### config.mk
export PLATFORM = sky130hd
export DESIGN_NAME = axi_lite_arbiter
export DESIGN_NICKNAME = d
export VERILOG_FILES = /design/src/rtl/axi_lite_arbiter_pkg.sv /design/src/rtl/axi_arb_pick.sv /design/src/rtl/axi_lite_arbiter.sv
export SDC_FILE = /design/constraint.sdc
export NUM_CORES = 1
export LEC_CHECK = 0
export BUFFER_PORTS_ARGS = -buffer_cell sky130_fd_sc_hd__buf_2
export CAP_MARGIN = 25
export CORE_AREA = 2 2 258 260
export DETAILED_ROUTE_END_ITERATION = 7
export DIE_AREA = 0 0 260 262
export PLACE_DENSITY = 0.3
export SKIP_CTS_REPAIR_TIMING = 1
export SLEW_MARGIN = 20
export SYNTH_ARGS = -nofsm -noshare
export SYNTH_HDL_FRONTEND = slang
export SYNTH_SLANG_ARGS = --single-unit
### constraint.sdc
create_clock -name clk -period 2.45 [get_ports clk]
set_input_delay 0.1225 -clock clk [delete_from_list [all_inputs] [get_ports clk]]
set_output_delay 0.1225 -clock clk [all_outputs]
set_load 0.02 [all_outputs]
### src/rtl/axi_lite_arbiter_pkg.sv
// Shared definitions for the two-master AXI4-Lite arbiter: FSM encoding,
// port index constants and AXI response codes.
package axi_lite_arbiter_pkg;

  localparam int unsigned PORT_N = 2;
  localparam int unsigned PROT_W = 3;
  localparam int unsigned RESP_W = 2;

  typedef enum logic [1:0] {
    IDLE = 2'd0,
    RD   = 2'd1,
    WR   = 2'd2
  } arb_state_e;

  localparam logic PORT_IFU = 1'b0;
  localparam logic PORT_LSU = 1'b1;

  localparam logic [RESP_W-1:0] RESP_OKAY   = 2'b00;
  localparam logic [RESP_W-1:0] RESP_EXOKAY = 2'b01;
  localparam logic [RESP_W-1:0] RESP_SLVERR = 2'b10;
  localparam logic [RESP_W-1:0] RESP_DECERR = 2'b11;

endpackage

### src/rtl/axi_arb_pick.sv
// Winner selection for the arbiter (purely combinational).
//   i_req    : per-port request vector (bit index = port)
//   i_last   : port granted last (used only when ARB_ROUND_ROBIN_EN is defined)
//   o_winner : selected port; meaningful only when i_req != 0
// Macro ARB_ROUND_ROBIN_EN: on a tie the port not granted last wins;
// otherwise the LSU port always wins a tie.
module axi_arb_pick
  import axi_lite_arbiter_pkg::*;
(
  input  logic [PORT_N-1:0] i_req,
  input  logic              i_last,
  output logic              o_winner
);

`ifdef ARB_ROUND_ROBIN_EN
  always_comb begin
    o_winner = i_req[PORT_LSU];
    if (&i_req) o_winner = ~i_last;
  end
`else
  logic w_unused_last;
  assign w_unused_last = i_last;

  always_comb begin
    o_winner = i_req[PORT_LSU];
  end
`endif

endmodule

### src/rtl/axi_lite_arbiter.sv
// Two-master to one-slave AXI4-Lite arbiter with a single outstanding
// transaction. Port 0 is the instruction fetch master, port 1 the load/store
// master. Writes are served before reads when one port requests both.
//   clk, rst          : clock, synchronous active-high reset
//   i_m{0,1}_* / o_m{0,1}_* : slave-side AW/W/B/AR/R channels of each master
//   o_s_* / i_s_*     : master-side channels to the shared slave
//   o_busy            : a transaction is owned by either port
// Macro ARB_ROUND_ROBIN_EN selects round-robin instead of fixed LSU priority.
module axi_lite_arbiter
  import axi_lite_arbiter_pkg::*;
#(
  parameter int unsigned ADDR_W = 32,
  parameter int unsigned DATA_W = 64
) (
  input  logic                clk,
  input  logic                rst,
  // master port 0
  input  logic [ADDR_W-1:0]   i_m0_awaddr,
  input  logic [PROT_W-1:0]   i_m0_awprot,
  input  logic                i_m0_awvalid,
  output logic                o_m0_awready,
  input  logic [DATA_W-1:0]   i_m0_wdata,
  input  logic [DATA_W/8-1:0] i_m0_wstrb,
  input  logic                i_m0_wvalid,
  output logic                o_m0_wready,
  output logic [RESP_W-1:0]   o_m0_bresp,
  output logic                o_m0_bvalid,
  input  logic                i_m0_bready,
  input  logic [ADDR_W-1:0]   i_m0_araddr,
  input  logic [PROT_W-1:0]   i_m0_arprot,
  input  logic                i_m0_arvalid,
  output logic                o_m0_arready,
  output logic [DATA_W-1:0]   o_m0_rdata,
  output logic [RESP_W-1:0]   o_m0_rresp,
  output logic                o_m0_rvalid,
  input  logic                i_m0_rready,
  // master port 1
  input  logic [ADDR_W-1:0]   i_m1_awaddr,
  input  logic [PROT_W-1:0]   i_m1_awprot,
  input  logic                i_m1_awvalid,
  output logic                o_m1_awready,
  input  logic [DATA_W-1:0]   i_m1_wdata,
  input  logic [DATA_W/8-1:0] i_m1_wstrb,
  input  logic                i_m1_wvalid,
  output logic                o_m1_wready,
  output logic [RESP_W-1:0]   o_m1_bresp,
  output logic                o_m1_bvalid,
  input  logic                i_m1_bready,
  input  logic [ADDR_W-1:0]   i_m1_araddr,
  input  logic [PROT_W-1:0]   i_m1_arprot,
  input  logic                i_m1_arvalid,
  output logic                o_m1_arready,
  output logic [DATA_W-1:0]   o_m1_rdata,
  output logic [RESP_W-1:0]   o_m1_rresp,
  output logic                o_m1_rvalid,
  input  logic                i_m1_rready,
  // shared slave
  output logic [ADDR_W-1:0]   o_s_awaddr,
  output logic [PROT_W-1:0]   o_s_awprot,
  output logic                o_s_awvalid,
  input  logic                i_s_awready,
  output logic [DATA_W-1:0]   o_s_wdata,
  output logic [DATA_W/8-1:0] o_s_wstrb,
  output logic                o_s_wvalid,
  input  logic                i_s_wready,
  input  logic [RESP_W-1:0]   i_s_bresp,
  input  logic                i_s_bvalid,
  output logic                o_s_bready,
  output logic [ADDR_W-1:0]   o_s_araddr,
  output logic [PROT_W-1:0]   o_s_arprot,
  output logic                o_s_arvalid,
  input  logic                i_s_arready,
  input  logic [DATA_W-1:0]   i_s_rdata,
  input  logic [RESP_W-1:0]   i_s_rresp,
  input  logic                i_s_rvalid,
  output logic                o_s_rready,
  output logic                o_busy
);

  // Master-side signals gathered into per-port arrays, indexed by owner.
  logic [ADDR_W-1:0]   w_awaddr [PORT_N];
  logic [PROT_W-1:0]   w_awprot [PORT_N];
  logic [DATA_W-1:0]   w_wdata  [PORT_N];
  logic [DATA_W/8-1:0] w_wstrb  [PORT_N];
  logic [ADDR_W-1:0]   w_araddr [PORT_N];
  logic [PROT_W-1:0]   w_arprot [PORT_N];
  logic [PORT_N-1:0]   w_awvalid, w_wvalid, w_bready, w_arvalid, w_rready;
  logic [PORT_N-1:0]   w_awready, w_wready, w_bvalid, w_arready, w_rvalid;
  logic [RESP_W-1:0]   w_bresp  [PORT_N];
  logic [DATA_W-1:0]   w_rdata  [PORT_N];
  logic [RESP_W-1:0]   w_rresp  [PORT_N];

  assign w_awaddr[0] = i_m0_awaddr;  assign w_awaddr[1] = i_m1_awaddr;
  assign w_awprot[0] = i_m0_awprot;  assign w_awprot[1] = i_m1_awprot;
  assign w_wdata[0]  = i_m0_wdata;   assign w_wdata[1]  = i_m1_wdata;
  assign w_wstrb[0]  = i_m0_wstrb;   assign w_wstrb[1]  = i_m1_wstrb;
  assign w_araddr[0] = i_m0_araddr;  assign w_araddr[1] = i_m1_araddr;
  assign w_arprot[0] = i_m0_arprot;  assign w_arprot[1] = i_m1_arprot;
  assign w_awvalid   = {i_m1_awvalid, i_m0_awvalid};
  assign w_wvalid    = {i_m1_wvalid,  i_m0_wvalid};
  assign w_bready    = {i_m1_bready,  i_m0_bready};
  assign w_arvalid   = {i_m1_arvalid, i_m0_arvalid};
  assign w_rready    = {i_m1_rready,  i_m0_rready};

  assign o_m0_awready = w_awready[0];  assign o_m1_awready = w_awready[1];
  assign o_m0_wready  = w_wready[0];   assign o_m1_wready  = w_wready[1];
  assign o_m0_bvalid  = w_bvalid[0];   assign o_m1_bvalid  = w_bvalid[1];
  assign o_m0_bresp   = w_bresp[0];    assign o_m1_bresp   = w_bresp[1];
  assign o_m0_arready = w_arready[0];  assign o_m1_arready = w_arready[1];
  assign o_m0_rvalid  = w_rvalid[0];   assign o_m1_rvalid  = w_rvalid[1];
  assign o_m0_rdata   = w_rdata[0];    assign o_m1_rdata   = w_rdata[1];
  assign o_m0_rresp   = w_rresp[0];    assign o_m1_rresp   = w_rresp[1];

  arb_state_e        r_state, w_state_nxt;
  logic              r_owner, w_owner_nxt;
  logic              r_ar_done, r_aw_done, r_w_done;
  logic              w_ar_done_nxt, w_aw_done_nxt, w_w_done_nxt;
  logic [PORT_N-1:0] w_req;
  logic              w_winner;
  logic              w_last;

  assign w_req  = w_arvalid | w_awvalid;
  assign o_busy = (r_state != IDLE);

  axi_arb_pick u_pick (
    .i_req    (w_req),
    .i_last   (w_last),
    .o_winner (w_winner)
  );

`ifdef ARB_ROUND_ROBIN_EN
  // Port granted most recently; the other port wins the next tie.
  logic r_last;
  always_ff @(posedge clk) begin
    if (rst) r_last <= PORT_IFU;
    else if (r_state == IDLE && |w_req) r_last <= w_winner;
  end
  assign w_last = r_last;
`else
  assign w_last = PORT_IFU;
`endif

  // State, owner and handshake-done flags.
  always_ff @(posedge clk) begin
    if (rst) begin
      r_state   <= IDLE;
      r_owner   <= PORT_IFU;
      r_ar_done <= 1'b0;
      r_aw_done <= 1'b0;
      r_w_done  <= 1'b0;
    end else begin
      r_state   <= w_state_nxt;
      r_owner   <= w_owner_nxt;
      r_ar_done <= w_ar_done_nxt;
      r_aw_done <= w_aw_done_nxt;
      r_w_done  <= w_w_done_nxt;
    end
  end

  // Next state and channel routing; everything is zero unless owned.
  always_comb begin
    w_state_nxt   = r_state;
    w_owner_nxt   = r_owner;
    w_ar_done_nxt = r_ar_done;
    w_aw_done_nxt = r_aw_done;
    w_w_done_nxt  = r_w_done;
    o_s_awaddr  = '0;  o_s_awprot = '0;  o_s_awvalid = 1'b0;
    o_s_wdata   = '0;  o_s_wstrb  = '0;  o_s_wvalid  = 1'b0;
    o_s_bready  = 1'b0;
    o_s_araddr  = '0;  o_s_arprot = '0;  o_s_arvalid = 1'b0;
    o_s_rready  = 1'b0;
    w_awready = '0;  w_wready = '0;  w_bvalid = '0;
    w_arready = '0;  w_rvalid = '0;
    for (int p = 0; p < int'(PORT_N); p++) begin
      w_bresp[p] = '0;
      w_rdata[p] = '0;
      w_rresp[p] = '0;
    end

    unique case (r_state)
      IDLE: begin
        if (|w_req) begin
          w_owner_nxt = w_winner;
          w_state_nxt = w_awvalid[w_winner] ? WR : RD;
        end
      end
      RD: begin
        o_s_araddr          = w_araddr[r_owner];
        o_s_arprot          = w_arprot[r_owner];
        o_s_arvalid         = w_arvalid[r_owner] & ~r_ar_done;
        w_arready[r_owner]  = i_s_arready & ~r_ar_done;
        o_s_rready          = w_rready[r_owner] & r_ar_done;
        w_rvalid[r_owner]   = i_s_rvalid & r_ar_done;
        w_rdata[r_owner]    = i_s_rdata;
        w_rresp[r_owner]    = i_s_rresp;
        if (o_s_arvalid && i_s_arready) w_ar_done_nxt = 1'b1;
        if (o_s_rready && i_s_rvalid) begin
          w_state_nxt   = IDLE;
          w_ar_done_nxt = 1'b0;
        end
      end
      WR: begin
        o_s_awaddr          = w_awaddr[r_owner];
        o_s_awprot          = w_awprot[r_owner];
        o_s_awvalid         = w_awvalid[r_owner] & ~r_aw_done;
        w_awready[r_owner]  = i_s_awready & ~r_aw_done;
        o_s_wdata           = w_wdata[r_owner];
        o_s_wstrb           = w_wstrb[r_owner];
        o_s_wvalid          = w_wvalid[r_owner] & ~r_w_done;
        w_wready[r_owner]   = i_s_wready & ~r_w_done;
        // B is only passed through once both AW and W have completed.
        o_s_bready          = w_bready[r_owner] & r_aw_done & r_w_done;
        w_bvalid[r_owner]   = i_s_bvalid & r_aw_done & r_w_done;
        w_bresp[r_owner]    = i_s_bresp;
        if (o_s_awvalid && i_s_awready) w_aw_done_nxt = 1'b1;
        if (o_s_wvalid && i_s_wready)   w_w_done_nxt  = 1'b1;
        if (o_s_bready && i_s_bvalid) begin
          w_state_nxt   = IDLE;
          w_aw_done_nxt = 1'b0;
          w_w_done_nxt  = 1'b0;
        end
      end
      default: w_state_nxt = IDLE;
    endcase
  end

endmodule

==> results of run 1 <==
-- cell families after synthesis --
group / share of synthesized area
buffers and inverters: 0.0933
AO/OA/AOI/OAI: 0.0265
flip-flops: 0.0335
multiplexers: 0.411
AND/OR/NAND/NOR: 0.435
-- state kept, by name, indices dropped and copies added, names as in the netlist --
signal	flops
r_aw_done	1
r_owner	1
r_state	2
r_ar_done	1
r_w_done	1
-- path summary, 6_finish.rpt --
kind                   end  slack, ns  cells past startpoint
max          o_s_wdata[61]       0.24                      4
min              r_ar_done       0.13                      2
max reg2reg      r_aw_done       0.77                      4
min reg2reg      r_aw_done       0.60                      1
-- metal layers --
metal	part of all wire	vias up	track usage
met5	0.00078	-	0
met4	0.0064	4	0.00543
met3	0.092	24	0.0201
met2	0.55	423	0.183
met1	0.35	2976	0.0870
li1	-	3168	-
-- cell usage in the layout (no fill, tap or decap) --
| master | instances |
|---|---|
| sky130_fd_sc_hd__a2111oi_2 | 1 |
| sky130_fd_sc_hd__a211oi_1 | 3 |
| sky130_fd_sc_hd__a21oi_1 | 1 |
| sky130_fd_sc_hd__a31oi_1 | 2 |
| sky130_fd_sc_hd__and3_1 | 136 |
| sky130_fd_sc_hd__buf_12 | 5 |
| sky130_fd_sc_hd__buf_2 | 662 |
| sky130_fd_sc_hd__buf_4 | 26 |
| sky130_fd_sc_hd__clkbuf_1 | 1 |
| sky130_fd_sc_hd__clkbuf_16 | 3 |
| sky130_fd_sc_hd__clkinv_1 | 1 |
| sky130_fd_sc_hd__dfxtp_1 | 5 |
| sky130_fd_sc_hd__dfxtp_4 | 1 |
| sky130_fd_sc_hd__inv_1 | 2 |
| sky130_fd_sc_hd__mux2_2 | 2 |
| sky130_fd_sc_hd__mux2i_1 | 145 |
| sky130_fd_sc_hd__nand2_1 | 5 |
| sky130_fd_sc_hd__nand2b_1 | 4 |
| sky130_fd_sc_hd__nand2b_4 | 1 |
| sky130_fd_sc_hd__nand3_1 | 1 |
| sky130_fd_sc_hd__nor2_1 | 151 |
| sky130_fd_sc_hd__nor2b_1 | 2 |
| sky130_fd_sc_hd__nor2b_4 | 1 |
| sky130_fd_sc_hd__nor3_1 | 9 |
| sky130_fd_sc_hd__nor3b_1 | 1 |
| sky130_fd_sc_hd__nor4b_1 | 1 |
| sky130_fd_sc_hd__o21ai_0 | 3 |
| sky130_fd_sc_hd__o21ba_2 | 1 |
| sky130_fd_sc_hd__o21bai_1 | 1 |
| sky130_fd_sc_hd__o31ai_1 | 1 |
| sky130_fd_sc_hd__or2_2 | 1 |
-- metrics by stage --
| stage | std cells | total power [W] | instance area, sq um | util | hold WS [ns] |
|---|---|---|---|---|---|
| after global placement | 2039 | 0.00192 | 7970 | 0.122 | 0.347 |
| final | 2043 | 0.00214 | 8050 | 0.123 | 0.126 |
| after floorplan | 546 | 0.00106 | 3580 | - | 0.191 |
| after global routing | 2043 | 0.00231 | 8050 | 0.123 | 0.143 |
| after CTS | 2043 | 0.00219 | 8050 | 0.123 | 0.127 |
| after detailed placement | 2039 | 0.00191 | 7970 | 0.122 | 0.359 |
-- worst max-delay path: stages (launching register included) --
cell                      delay [ns]
sky130_fd_sc_hd__dfxtp_4        0.56
sky130_fd_sc_hd__buf_12         0.26
sky130_fd_sc_hd__mux2i_1        0.60
sky130_fd_sc_hd__nor2_1         0.10
sky130_fd_sc_hd__buf_2          0.21
-- layout make-up --
class                      count  share of cell area
clock buffer                   4             0.00980
multi-input combinational    473               0.391
tap                          864               0.134
inverter                       3             0.00140
timing repair buffer         693               0.448
sequential                     6              0.0154
-- report_power, final --
part | internal (W) | switching, W
clock network | 0.000216 | 0.0000565
registers | 0.000106 | 0.0000282
logic | 0.000704 | 0.00103
==> flow_summary.html, run 1 <==
<table>
<tr><th>Metric</th><th>Value</th></tr>
<tr><th colspan="2">Yosys</th></tr>
<tr><td>Ranking of synthesized cells by area</td><td>sky130_fd_sc_hd__mux2i_1, sky130_fd_sc_hd__and3_1, sky130_fd_sc_hd__nor2_1</td></tr>
<tr><td>Average size of a mapped cell</td><td>6.56 sq um</td></tr>
<tr><td>Number of enable-type register cells in the synthesized netlist</td><td>0</td></tr>
<tr><td>Synthesized instance count</td><td>546</td></tr>
<tr><td>Share of synthesized flip-flops with an asynchronous set or reset</td><td>0</td></tr>
<tr><td>Biggest area consumer among synthesized cells</td><td>sky130_fd_sc_hd__mux2i_1</td></tr>
<tr><td>Post-Syn Area</td><td>3580 sq um</td></tr>
<tr><td>Share of Yosys cell area claimed by the top area cell type</td><td>0.405</td></tr>
<tr><td>Most frequently used cell type in the post-synthesis netlist</td><td>sky130_fd_sc_hd__nor2_1</td></tr>
<tr><td>Post-synth top cells</td><td>sky130_fd_sc_hd__nor2_1, sky130_fd_sc_hd__mux2i_1, sky130_fd_sc_hd__and3_1, sky130_fd_sc_hd__buf_2, sky130_fd_sc_hd__clkbuf_1</td></tr>
<tr><td>Unique masters post-synth</td><td>26</td></tr>
<tr><td>Number of synthesis warnings</td><td>0</td></tr>
<tr><td>Post-synthesis register bit count</td><td>6</td></tr>
<tr><td>Prevailing post-synth register cell</td><td>sky130_fd_sc_hd__dfxtp_1</td></tr>
<tr><td>Post-synthesis net count</td><td>915</td></tr>
<tr><td>Part of the Yosys area used for sequential elements</td><td>0.0335</td></tr>
<tr><th colspan="2">CTS</th></tr>
<tr><td>Clock root buffer</td><td>sky130_fd_sc_hd__clkbuf_16</td></tr>
<tr><td># clock sinks</td><td>6</td></tr>
<tr><td>Total CTS buffers</td><td>3</td></tr>
<tr><td>CTS tree</td><td>built</td></tr>
<tr><td>H-tree level count</td><td>1</td></tr>
<tr><td>Buffer depth of the longest clock path</td><td>2</td></tr>
<tr><td>Clk_lat worst skew</td><td>0.23 ns</td></tr>
<tr><td>Clock slew at reported path FFs</td><td>0.04 ns</td></tr>
<tr><th colspan="2">Drt</th></tr>
<tr><td>Via density per instance</td><td>3.23</td></tr>
<tr><td>DRC violations left</td><td>0</td></tr>
<tr><td>Total wire length</td><td>33300 um</td></tr>
<tr><td>Drt wl/cell</td><td>16.3 um</td></tr>
<tr><td>First-pass iteration count of the detailed router</td><td>4</td></tr>
<tr><td>Overall via count from detail_route</td><td>6595</td></tr>
<tr><td>Detailed Route Iter0 Violations</td><td>211</td></tr>
<tr><td>Antenna violation net count after detailed routing</td><td>0</td></tr>
<tr><th colspan="2">Placement</th></tr>
<tr><td>Setup Slack @ Placement</td><td>0.268 ns</td></tr>
<tr><td>Final RePlAce weighted congestion</td><td>0.769</td></tr>
<tr><td>HPWL reported at the end of detailed placement</td><td>29200 um</td></tr>
<tr><td>Port Buffers</td><td>662</td></tr>
<tr><th colspan="2">Power</th></tr>
<tr><td>Worst supply voltage drop on vdd</td><td>0.167 mV</td></tr>
<tr><td>Areal power density over the cells</td><td>266 nW/um^2</td></tr>
<tr><td>Reported leakage power</td><td>5.00 nW</td></tr>
<tr><th colspan="2">Setup path</th></tr>
<tr><td>Crit. End Element</td><td>output pin</td></tr>
<tr><td>Data arrival time of the worst path</td><td>2.09 ns</td></tr>
<tr><td>Crit path launch type</td><td>flop</td></tr>
<tr><td>Origin of the critical flop-to-flop path</td><td>r_state[1]</td></tr>
<tr><td>Maximum fanout encountered on the critical timing path</td><td>56</td></tr>
<tr><td>Launch point of the worst path</td><td>r_owner</td></tr>
<tr><td>Critical path class</td><td>reg2out</td></tr>
<tr><td>Crit path required time</td><td>2.33 ns</td></tr>
<tr><th colspan="2">Global routing</th></tr>
<tr><td>Global router's overall resource usage</td><td>0.0864</td></tr>
<tr><td>First-pass GRT wire length</td><td>43200 um</td></tr>
<tr><td>Pin count of the biggest net entering global routing</td><td>83</td></tr>
<tr><td>GRT overflow</td><td>0</td></tr>
<tr><td>Number of global-route vias before repair</td><td>6474</td></tr>
<tr><td>Antenna violations before repair</td><td>10</td></tr>
<tr><th colspan="2">Timing</th></tr>
<tr><td>Skew final</td><td>0.00421 ns</td></tr>
<tr><td>Endpoints failing hold</td><td>0</td></tr>
<tr><td>Final worst slack</td><td>0.237 ns</td></tr>
<tr><td>Highest attainable clock frequency</td><td>452 MHz</td></tr>
<tr><td>Relative max-transition margin</td><td>0.570</td></tr>
<tr><td>Number of max-slew violations in the final report</td><td>0</td></tr>
<tr><td>Final sum of negative setup slack</td><td>0 ns</td></tr>
<tr><td>Actual transition at the worst max-transition pin</td><td>0.628 ns</td></tr>
<tr><td>Part of the cycle the worst path needs</td><td>0.903</td></tr>
<tr><td>RSZ-0062 raised after global routing</td><td>no</td></tr>
<tr><td>Number of endpoints failing setup at the final stage</td><td>0</td></tr>
<tr><td>Final critical delay including setup and external delays</td><td>2.21 ns</td></tr>
<tr><th colspan="2">Layout</th></tr>
<tr><td>Synthesis-to-finish area growth</td><td>125%</td></tr>
<tr><td>Fraction of final layout cells sized beyond drive strength 1</td><td>0.597</td></tr>
<tr><td>FF/Latch Area</td><td>124 sq um</td></tr>
<tr><td>Number of inserted filler cells in the final layout</td><td>7724</td></tr>
<tr><td>Fin nets</td><td>1549</td></tr>
<tr><td>Number of antenna repair diodes</td><td>0</td></tr>
<tr><td>Multi-input gate area in the final layout</td><td>3140 sq um</td></tr>
<tr><th colspan="2">Run</th></tr>
<tr><td>Max-cap violations</td><td>0</td></tr>
<tr><th colspan="2">Die</th></tr>
<tr><td>Die Span Y</td><td>262 um</td></tr>
<tr><td>Floorplan die area</td><td>68100 sq um</td></tr>
<tr><td>Io pins</td><td>663</td></tr>
<tr><td>Effective utilization at floorplan</td><td>0.0549</td></tr>
<tr><td>FP Rows</td><td>94</td></tr>
<tr><td>Core Area</td><td>65300 sq um</td></tr>
<tr><td>Die Width</td><td>260 um</td></tr>
<tr><th colspan="2">Hold path</th></tr>
<tr><td>Hold Path Origin</td><td>i_s_rvalid</td></tr>
<tr><td>Hold Path Class</td><td>in2reg</td></tr>
<tr><th colspan="2">Outcome</th></tr>
<tr><td>Outcome</td><td>completed</td></tr>
</table>
Power figures use the tool's default switching activity.
==> run 2, diff against run 1 <==
==> constraint.sdc (replaced) <==
create_clock -name clk -period 2.45 [get_ports clk]
set_input_delay 0.1225 -clock clk [delete_from_list [all_inputs] [get_ports clk]]
set_output_delay 0.1225 -clock clk [all_outputs]
set_load 0.1 [all_outputs]
==> flow_summary.html, run 2 (synthesis results as in run 1) <==
<table>
<tr><th>Metric</th><th>Value</th></tr>
<tr><th colspan="2">Setup path</th></tr>
<tr><td>Crit. End Element</td><td>output pin</td></tr>
<tr><td>Worst path bufs/invs</td><td>3 (+1)</td></tr>
<tr><td>Maximum fanout encountered on the critical timing path</td><td>36 (-36%)</td></tr>
<tr><td>Kind of cell adding the most delay to the critical path</td><td>buffers and inverters</td></tr>
<tr><td>Crit path launch type</td><td>flop</td></tr>
<tr><td>Data arrival time of the worst path</td><td>2.12 ns (+0.03 ns)</td></tr>
<tr><td>Slowest stage cell on the critical path</td><td>sky130_fd_sc_hd__dfxtp_4</td></tr>
<tr><td>Crit path required time</td><td>2.33 ns (about the same)</td></tr>
<tr><td>Critical path class</td><td>reg2out</td></tr>
<tr><td>Slowest stage delay, CP</td><td>0.46 ns (-0.14 ns)</td></tr>
<tr><td>Cells traversed along the worst timing path</td><td>buf_16 &gt; buf_4 &gt; mux2i_2 &gt; nor2_1 &gt; buf_12</td></tr>
<tr><th colspan="2">Placement</th></tr>
<tr><td>Final RePlAce weighted congestion</td><td>0.887 (+15%)</td></tr>
<tr><td>Area of placed instances</td><td>10400 sq um (+30%)</td></tr>
<tr><td>Setup Slack @ Placement</td><td>0.0241 ns (-0.244 ns)</td></tr>
<tr><td>HPWL reported at the end of detailed placement</td><td>36400 um (+25%)</td></tr>
<tr><td>Placed instance count</td><td>2030 (-0.44%)</td></tr>
<tr><td>Port Buffers</td><td>662 (unchanged)</td></tr>
<tr><th colspan="2">Layout</th></tr>
<tr><td>Synthesis-to-finish area growth</td><td>195%</td></tr>
<tr><td>Final cell area excluding filler cells</td><td>10600 sq um (+31%)</td></tr>
<tr><td>Reg with most FFs</td><td>r_state</td></tr>
<tr><td>Fin nets</td><td>1548 (-0.065%)</td></tr>
<tr><td>Finished Layout Cells</td><td>2046 (+0.15%)</td></tr>
<tr><td>Most common cell after layout, fill and taps aside</td><td>sky130_fd_sc_hd__buf_2</td></tr>
<tr><td>Leading cell types in the layout, fill and taps excluded</td><td>sky130_fd_sc_hd__buf_2, sky130_fd_sc_hd__buf_12, sky130_fd_sc_hd__nor2_1, sky130_fd_sc_hd__mux2i_1, sky130_fd_sc_hd__and3_1</td></tr>
<tr><td>Max FFs per register</td><td>2 (unchanged)</td></tr>
<tr><td>Fraction of final layout cells sized beyond drive strength 1</td><td>0.604 (+0.00730)</td></tr>
<tr><th colspan="2">Drt</th></tr>
<tr><td>Total wire length</td><td>41200 um (+24%)</td></tr>
<tr><td>Drt wl/cell</td><td>20.1 um (+24%)</td></tr>
<tr><td>Antenna violation net count after detailed routing</td><td>0 (unchanged)</td></tr>
<tr><td>Via density per instance</td><td>3.21 (-0.68%)</td></tr>
<tr><td>DRC violations left</td><td>0 (unchanged)</td></tr>
<tr><td>First-pass iteration count of the detailed router</td><td>4 (unchanged)</td></tr>
<tr><td>Detailed Route Iter0 Violations</td><td>196 (-7.1%)</td></tr>
<tr><td>Overall via count from detail_route</td><td>6560 (-0.53%)</td></tr>
<tr><th colspan="2">CTS</th></tr>
<tr><td>Total CTS buffers</td><td>3 (unchanged)</td></tr>
<tr><td>Clock slew at reported path FFs</td><td>0.04 ns (about the same)</td></tr>
<tr><td>Clock root buffer</td><td>sky130_fd_sc_hd__clkbuf_16</td></tr>
<tr><td>Clk_lat worst skew</td><td>0.23 ns (about the same)</td></tr>
<tr><td>CTS tree</td><td>built</td></tr>
<tr><td>Buffer depth of the longest clock path</td><td>2 (unchanged)</td></tr>
<tr><td># clock sinks</td><td>6 (unchanged)</td></tr>
<tr><td>H-tree level count</td><td>1 (unchanged)</td></tr>
<tr><th colspan="2">Outcome</th></tr>
<tr><td>Outcome</td><td>completed</td></tr>
<tr><th colspan="2">Timing</th></tr>
<tr><td>Relative max-transition margin</td><td>0.541 (-0.0288)</td></tr>
<tr><td>Number of max-slew violations in the final report</td><td>0 (unchanged)</td></tr>
<tr><td>Skew final</td><td>0.00240 ns (-0.00181 ns)</td></tr>
<tr><td>Part of the cycle the worst path needs</td><td>0.914 (+0.0111)</td></tr>
<tr><td>Highest attainable clock frequency</td><td>446 MHz (-1.2%)</td></tr>
<tr><td>Fin Hold WS</td><td>0.0909 ns (-0.0356 ns)</td></tr>
<tr><td>Final worst slack</td><td>0.210 ns (-0.0273 ns)</td></tr>
<tr><td>Final critical delay including setup and external delays</td><td>2.24 ns (+0.0273 ns)</td></tr>
<tr><td>Endpoints failing hold</td><td>0 (unchanged)</td></tr>
<tr><td>Number of endpoints failing setup at the final stage</td><td>0 (unchanged)</td></tr>
<tr><td>RSZ-0062 raised after global routing</td><td>no</td></tr>
<tr><td>Actual transition at the worst max-transition pin</td><td>0.670 ns (+0.0420 ns)</td></tr>
<tr><th colspan="2">Die</th></tr>
<tr><td>Effective utilization at floorplan</td><td>0.0549 (unchanged)</td></tr>
<tr><td>Die Span Y</td><td>262 um (unchanged)</td></tr>
<tr><td>FP Rows</td><td>94 (unchanged)</td></tr>
<tr><td>Core Area</td><td>65300 sq um (unchanged)</td></tr>
<tr><td>Die Width</td><td>260 um (unchanged)</td></tr>
<tr><td>Floorplan die area</td><td>68100 sq um (unchanged)</td></tr>
<tr><td>Io pins</td><td>663 (unchanged)</td></tr>
<tr><th colspan="2">Global routing</th></tr>
<tr><td>First-pass GRT wire length</td><td>52700 um (+22%)</td></tr>
<tr><td>GRT overflow</td><td>0 (unchanged)</td></tr>
<tr><td>Global router's overall resource usage</td><td>0.109 (+0.0227)</td></tr>
<tr><td>Antenna violations before repair</td><td>8 (-2)</td></tr>
<tr><td>Number of global-route vias before repair</td><td>6757 (+4.4%)</td></tr>
<tr><td>Pin count of the biggest net entering global routing</td><td>135 (+63%)</td></tr>
<tr><th colspan="2">Power</th></tr>
<tr><td>Reported leakage power</td><td>5.48 nW (+9.6%)</td></tr>
<tr><td>Worst supply voltage drop on vdd</td><td>0.197 mV (+18%)</td></tr>
<tr><td>Areal power density over the cells</td><td>386 nW/um^2 (+45%)</td></tr>
<tr><th colspan="2">Hold path</th></tr>
<tr><td>Hold Path Class</td><td>in2reg</td></tr>
<tr><th colspan="2">Run</th></tr>
<tr><td>Max-cap violations</td><td>0 (unchanged)</td></tr>
</table>
[run 2: power by group]
part | internal [W] | total [W] | switching [W] | leakage (nW)
Sequential | 0.000106 | 0.000126 | 0.0000207 | 0.0499
Combinational | 0.00106 | 0.00368 | 0.00262 | 5.39
Clock | 0.000217 | 0.000279 | 0.0000626 | 0.0382
[run 2: path summary, 6_finish.rpt]
path	start	endpoint	slack, ns	cells past startpoint
setup / recovery	r_owner	o_s_awprot[1]	0.21	5
hold / removal	i_s_rvalid	r_ar_done	0.09	2
setup reg to reg	r_state[1]	r_ar_done	0.86	4
hold reg to reg	r_w_done	r_w_done	0.58	2
[run 2: area by class of cell]
class                           count  area [sq um]
Sequential cell                     6           124
Tap cell                          864          1080
Timing Repair Buffer              692          6080
Inverter                            3          11.3
Fill cell                        7419         54700
Clock buffer                        4          78.8
Multi-Input combinational cell    473          3190
Antenna cell                        4          10.0
[run 2: worst register-to-register path: cells and delay by family (launching register included)]
kind                   cells  cell delay (ns)
DFF                        1             0.53
and+or+nand+nor            2             0.33
AOI/OAI and AO/OA          1             0.24
buffers and inverters      1             0.40
[run 2: routing by layer]
| layer | share of wire | global-route usage |
|---|---|---|
| met1 | 0.37 | 0.120 |
| met5 | 0 | 0 |
| met3 | 0.078 | 0.0179 |
| met2 | 0.55 | 0.224 |
| met4 | 0.0043 | 0.00718 |
[run 2: through the flow]
| stage | TNS (ns) | utilization | power [W] |
|---|---|---|---|
| 3_5_place_dp | 0 | 0.159 | 0.00384 |
| 4_1_cts | -0.551 | 0.160 | 0.00412 |
| 3_3_place_gp | 0 | 0.159 | 0.00384 |
| 6_report | 0 | 0.162 | 0.00408 |
| 2_1_floorplan | -3.37 | - | 0.00246 |
| 5_1_grt | 0 | 0.162 | 0.00426 |
